--- src/rtl/alu_operand_stage.sv ---
// rtl/alu_operand_stage.sv - operand-issue stage feeding the 32-bit ALU
// Holds the register file and a per-register pending-writeback scoreboard.
// It resolves rs/rt/immediate operands with writeback bypass and presents
// them through a one-entry output register.
// Ports: clk, rst_n (async low); wr_en/wr_addr/wr_data writeback;
//        in_* decoded instruction with in_valid/in_ready;
//        A/B/alu_op/out_rd/out_wr with out_valid/out_ready.
module alu_operand_stage #(
    parameter int DATA_W = 32,
    parameter int ADDR_W = 3,
    parameter int IMM_W  = 16
) (
    input  logic              clk,
    input  logic              rst_n,
    input  logic              wr_en,
    input  logic [ADDR_W-1:0] wr_addr,
    input  logic [DATA_W-1:0] wr_data,
    input  logic              in_valid,
    output logic              in_ready,
    input  logic [ADDR_W-1:0] in_rs,
    input  logic [ADDR_W-1:0] in_rt,
    input  logic [ADDR_W-1:0] in_rd,
    input  logic              in_wr,
    input  logic              in_use_imm,
    input  logic              in_sign_ext,
    input  logic [IMM_W-1:0]  in_imm,
    input  logic [2:0]        in_alu_op,
    output logic              out_valid,
    input  logic              out_ready,
    output logic [DATA_W-1:0] A,
    output logic [DATA_W-1:0] B,
    output logic [2:0]        alu_op,
    output logic [ADDR_W-1:0] out_rd,
    output logic              out_wr
);
    localparam int NREG = 1 << ADDR_W;

    logic [DATA_W-1:0] rf_q [NREG];
    logic [DATA_W-1:0] rf_d [NREG];
    logic [NREG-1:0]   pend_q, pend_d;
    logic              valid_q, valid_d;
    logic [DATA_W-1:0] a_q, a_d, b_q, b_d;
    logic [2:0]        op_q, op_d;
    logic [ADDR_W-1:0] rd_q, rd_d;
    logic              wr_q, wr_d;

    logic              wr_live;
    logic [NREG-1:0]   pend_eff;
    logic              hazard;
    logic              accept;
    logic [DATA_W-1:0] rs_val, rt_val, imm_ext;

    assign wr_live = wr_en && (wr_addr != '0);

    // A register whose writeback lands this cycle is not a hazard: the
    // bypass supplies its value.
    always_comb begin
        pend_eff = pend_q;
        if (wr_en) pend_eff[wr_addr] = 1'b0;
    end

    assign hazard = in_valid && (pend_eff[in_rs] ||
                                 (pend_eff[in_rt] && !in_use_imm) ||
                                 (in_wr && pend_eff[in_rd]));
    assign in_ready = !hazard && (!valid_q || out_ready);
    assign accept   = in_valid && in_ready;

    always_comb begin
        if (in_rs == '0)                    rs_val = '0;
        else if (wr_en && wr_addr == in_rs) rs_val = wr_data;
        else                                rs_val = rf_q[in_rs];
        if (in_rt == '0)                    rt_val = '0;
        else if (wr_en && wr_addr == in_rt) rt_val = wr_data;
        else                                rt_val = rf_q[in_rt];
    end

    assign imm_ext = {{(DATA_W-IMM_W){in_sign_ext & in_imm[IMM_W-1]}}, in_imm};

    always_comb begin
        for (int i = 0; i < NREG; i++) rf_d[i] = rf_q[i];
        if (wr_live) rf_d[wr_addr] = wr_data;
    end

    // Clear first so a same-edge set on the same register wins.
    always_comb begin
        pend_d = pend_q;
        if (wr_en) pend_d[wr_addr] = 1'b0;
        if (accept && in_wr && in_rd != '0) pend_d[in_rd] = 1'b1;
        pend_d[0] = 1'b0;
    end

    always_comb begin
        valid_d = valid_q;
        a_d     = a_q;
        b_d     = b_q;
        op_d    = op_q;
        rd_d    = rd_q;
        wr_d    = wr_q;
        if (accept) begin
            valid_d = 1'b1;
            a_d     = rs_val;
            b_d     = in_use_imm ? imm_ext : rt_val;
            op_d    = in_alu_op;
            rd_d    = in_rd;
            wr_d    = in_wr;
        end else if (out_ready) begin
            valid_d = 1'b0;
        end
    end

    always_ff @(posedge clk or negedge rst_n) begin
        if (!rst_n) begin
            for (int i = 0; i < NREG; i++) rf_q[i] <= '0;
            pend_q  <= '0;
            valid_q <= 1'b0;
            a_q     <= '0;
            b_q     <= '0;
            op_q    <= '0;
            rd_q    <= '0;
            wr_q    <= 1'b0;
        end else begin
            for (int i = 0; i < NREG; i++) rf_q[i] <= rf_d[i];
            pend_q  <= pend_d;
            valid_q <= valid_d;
            a_q     <= a_d;
            b_q     <= b_d;
            op_q    <= op_d;
            rd_q    <= rd_d;
            wr_q    <= wr_d;
        end
    end

    assign out_valid = valid_q;
    assign A         = a_q;
    assign B         = b_q;
    assign alu_op    = op_q;
    assign out_rd    = rd_q;
    assign out_wr    = wr_q;
endmodule
--- config.mk ---
export PLATFORM = sky130hd
export DESIGN_NAME = alu_operand_stage
export DESIGN_NICKNAME = d
export VERILOG_FILES = /design/src/rtl/alu_operand_stage.sv
export SDC_FILE = /design/constraint.sdc
export NUM_CORES = 1
export LEC_CHECK = 0
export ABC_AREA = 0
export BUFFER_PORTS_ARGS = -buffer_cell sky130_fd_sc_hd__buf_2
export CAP_MARGIN = 20
export CORE_AREA = 3 3 204 206
export CTS_BUF_LIST = sky130_fd_sc_hd__clkbuf_4 sky130_fd_sc_hd__clkbuf_8 sky130_fd_sc_hd__clkbuf_16
export CTS_CLUSTER_SIZE = 25
export DETAILED_ROUTE_END_ITERATION = 16
export DIE_AREA = 0 0 207 209
export PLACE_DENSITY = 0.57
export SYNTH_ARGS = -nofsm -noshare
export SYNTH_HDL_FRONTEND = slang
export SYNTH_SLANG_ARGS = --single-unit
--- constraint.sdc ---
create_clock -name clk -period 1.9 [get_ports clk]
set_clock_uncertainty 0.05 [all_clocks]
set_input_delay 0.095 -clock clk [delete_from_list [all_inputs] [get_ports clk]]
set_output_delay 0.095 -clock clk [all_outputs]
set_load 0.1 [all_outputs]
==> flow_metrics.env <==
export IMPL_run_status="finished with violations"
export IMPL_violated_checks="negative setup slack"
export IMPL_layout_drive_gt1_share=0.3549
export IMPL_htree_levels=2
export IMPL_finalWeightedCongestion=0.8546
export IMPL_critical_path_reg2reg_startpoint="pend_q[1]$_DFF_PN0_"
export IMPL_route_layer_met1_wl_mm=23.29
export IMPL_die_area_sq_um=43260
export IMPL_worst_ep_required_time_ns=2.27
export IMPL_clock_power_share=0.261
export IMPL_yosys_warnings=0
export IMPL_worst_path_max_fanout=20
export IMPL_root_buffer="clkbuf_16"
export IMPL_fin_worst_hold_slack_ns=0.08442
export IMPL_worstHoldPathType="in2reg"
export IMPL_worstSetupStartpointType="register"
export IMPL_timing_critical_path_to_type="register"
export IMPL_share_of_flip_flops_with_an_asynchronous_set_or_reset_after_synthesis=1.000
export IMPL_io_pins=144
export IMPL_seq_area_sq_um=7582
export IMPL_global_route_overflow_total=0
export IMPL_fillCellCount=3628
export IMPL_worst_setup_path_type="reg2reg"
export IMPL_register_share_of_total_power=0.344
export IMPL_grt_total_usage=0.2471
export IMPL_synth_top_area_share=0.4768
export IMPL_detailedRoute_firstPassIterationCount=7
export IMPL_stdcell_area_sq_um=20220
export IMPL_synth_edf_count=0
export IMPL_starting_drc_count_in_detailed_routing=1180
export IMPL_number_of_buffers_added_by_the_clock_tree_synthesis_step=36
export IMPL_ant_nets=0
export IMPL_rsz_0062_raised_after_global_routing="yes"
export IMPL_postSynthNetCount=1627
export IMPL_worst_pin_slew_ns=0.6981
export IMPL_vias=13530
export IMPL_syn2layout_area_growth_pct=27.15
export IMPL_syn_cell_area_sq_um=15900
export IMPL_grt_antenna_before_repair=0
export IMPL_final_critical_path_setup_slack_ns=-0.4271
export IMPL_hold_path_startpoint="in_rd[2]"
export IMPL_initial_cell_density_of_the_core=0.3993
export IMPL_cts_tree="built"
export IMPL_routed_via_density=5.845
export IMPL_design_final_nets=1837
export IMPL_yosysMostFrequentCell="dfrtp_1"
export IMPL_detailroute_wirelength_met3_mm=3.705
export IMPL_slew_headroom=0.5346
export IMPL_synthesis_stage_register_bit_count=303
export IMPL_cpMaxStageDelayCell="o311a_4"
export IMPL_avgSynthCellArea_sq_um=10.22
export IMPL_clkSinkCount=303
export IMPL_power_share_switching=0.4161
export IMPL_slowest_stage_delay_on_critical_path_ns=0.39
export IMPL_clk_pin_slew_worst_paths_ns=0.06
export IMPL_maxClockFrequency_mhz=429.7
export IMPL_power_density_nw_per_um2=1337
export IMPL_place_detailed_hpwl_mm=31.79
export IMPL_timing_hold_worst_path_depth=3
export IMPL_synthDistinctLibCells=58
export IMPL_post_synth_most_frequent_cells="dfrtp_1, mux2_2, nand2_1, o22ai_1, clkbuf_1"
export IMPL_crit_chain="nand2_1 -> or3_1 -> o211a_1 -> o311a_4 -> nand4_4 -> buf_12 -> buf_16 -> mux2_2"
export IMPL_cell_internal_power_mw=15.79
export IMPL_post_place_ws_ns=-0.3829
export IMPL_floorplan_die_height_um=209
export IMPL_postRouteWirelength_mm=54.60
export IMPL_ir_worst_vdd_v=0.001137
export IMPL_p_sw_mw=11.25
export IMPL_post_synth_top_area_cell="dfrtp_1"
export IMPL_portion_of_the_clock_cycle_consumed_by_the_worst_path_in_the_final_layout=1.225
export IMPL_global_route_wire_length_before_repair_mm=84.68
export IMPL_port_buffers=143
export IMPL_die_w_um=207
export IMPL_synth_area_leaders="dfrtp_1, mux2_2, nand2_1, o22ai_1, a21oi_1"
export IMPL_critPathLaunch="pend_q[1]$_DFF_PN0_"
export IMPL_r2r_worst_path_cells=8
export IMPL_min_period_ns=2.327
export IMPL_grt_max_degree=108
export IMPL_diodes=0
export IMPL_num_rows=73
export IMPL_multi_input_gate_area_sq_um=7890
export IMPL_comb_pwr_share=0.395
export IMPL_dpl_cell_area_sq_um=17870
export IMPL_design_power_total_mw=27.04
export IMPL_yosysSeqAreaShare=0.4768
export IMPL_grt_pass1_vias=13900
export IMPL_hold_viol_final=0
export IMPL_wl_per_cell_um=23.59
export IMPL_clk_latency_ns=0.55
export IMPL_routed_wl_met2_mm=25.80
export IMPL_route_detailed_drc=0
export IMPL_placeableCoreArea_sq_um=39820
export IMPL_static_leakage_power_nw=9.382
export IMPL_top_layer_used="met4"
export IMPL_final_max_slew_viol_count=0
export IMPL_syn_inst=1556
export IMPL_setup_violations=80
export IMPL_arrival_worst_endpoint_ns=2.70
export IMPL_ys_dominant_reg_cell="dfrtp_1"
export IMPL_ctsLongestPathBuffers=3
export IMPL_maxCapViolations=0
cells in the final DEF (no fill, tap or decap), types with 3 or more instances in the layout:
cell / n
mux2i_1: 32
buf_6: 4
nand3_1: 5
xnor2_1: 4
dlygate4sd3_1: 57
a211o_1: 33
buf_16: 6
nor3_2: 3
buf_8: 3
o22ai_1: 128
nand4b_1: 4
nor2_1: 95
o31ai_1: 31
nand2_1: 237
buf_4: 100
clkinv_2: 5
inv_1: 4
clkbuf_8: 6
a21oi_1: 111
nor3_1: 31
mux2_2: 208
a22oi_1: 16
clkbuf_4: 9
nand2b_1: 3
bufinv_16: 3
buf_12: 30
a22o_1: 32
mux2_4: 54
nand2_2: 3
clkbuf_16: 36
buf_2: 139
nand4_1: 3
dfrtp_1: 303
cells by family after synthesis:
group                  share of synthesized area
buffers and inverters                    0.04847
flip-flops                                0.4768
AO/OA/AOI/OAI                             0.1593
multiplexers                              0.2069
XOR/XNOR                                0.003305
AND/OR/NAND/NOR                           0.1053
layout make-up:
type,instances,area share
clock buffer,51,0.05198
inverter,7,0.001300
sequential,303,0.3750
multi-input combinational,1079,0.3902
tap,525,0.03249
clock inverter,10,0.006931
timing repair buffer,339,0.1421
per-layer routing:
| metal | GRT usage | vias to the layer above |
|---|---|---|
| met2 | 0.4054 | 607 |
| met3 | 0.04129 | 124 |
| li1 | - | 6042 |
| met1 | 0.3290 | 6753 |
| met5 | 0 | - |
| met4 | 0.09457 | 0 |
power by group through the flow:
| stage | Clock (mW) | Sequential (mW) | Combinational, mW |
|---|---|---|---|
| finish | 7.06 | 9.31 | 10.7 |
| CTS | 7.18 | 9.27 | 10.6 |
| global placement | 0 | 9.29 | 9.89 |
| floorplan | 0 | 13.7 | 3.33 |
| detailed placement | 0 | 9.34 | 9.99 |
| global route | 7.44 | 9.53 | 11.2 |
path summary, 6_finish.rpt:
path / slack, ns / end
setup / recovery: -0.43 / A[17]$_DFFE_PN0P_
hold / removal: 0.08 / pend_q[1]$_DFF_PN0_
setup reg to reg: -0.43 / A[17]$_DFFE_PN0P_
hold reg to reg: 0.43 / B[0]$_DFFE_PN0P_
max in group asynchronous: 1.12 / B[26]$_DFFE_PN0P_
min in group asynchronous: 0.13 / rf_q[6]$_DFFE_PN0P_
metrics by stage:
stage                     std cells  TNS (ns)  utilization
after detailed placement       2180    -28.24       0.4488
after global routing           2314    -32.67       0.5077
after floorplan                1556    -17.22            -
after global placement         2180    -25.07       0.4488
final                          2314    -29.22       0.5077
after CTS                      2311    -25.85       0.5051
critical path: cells and delay by family (launching register included):
family / cells / cell delay [ns]
AND/OR/NAND/NOR: 3 / 0.54
AO/OA/AOI/OAI: 2 / 0.53
flip-flops: 1 / 0.36
buffers and inverters: 2 / 0.36
multiplexers: 1 / 0.35
what timing repair did:
item                                    4_1_cts  5_1_grt
endpoints found under the setup margin       79       80
pin swaps                                     6        3
hold endpoints to repair                    561        0
cloned                                        6        0
setup buffers                                 7        6
resized for setup                            58       29
hold buffers                                 57        0
state kept, by name (all words and copies together), names as in the netlist:
register   flops
A             32
B             32
out_rd         3
pend_q         7
rf_q         224
out_wr         1
out_valid      1
alu_op         3
Power figures use the tool's default switching activity.
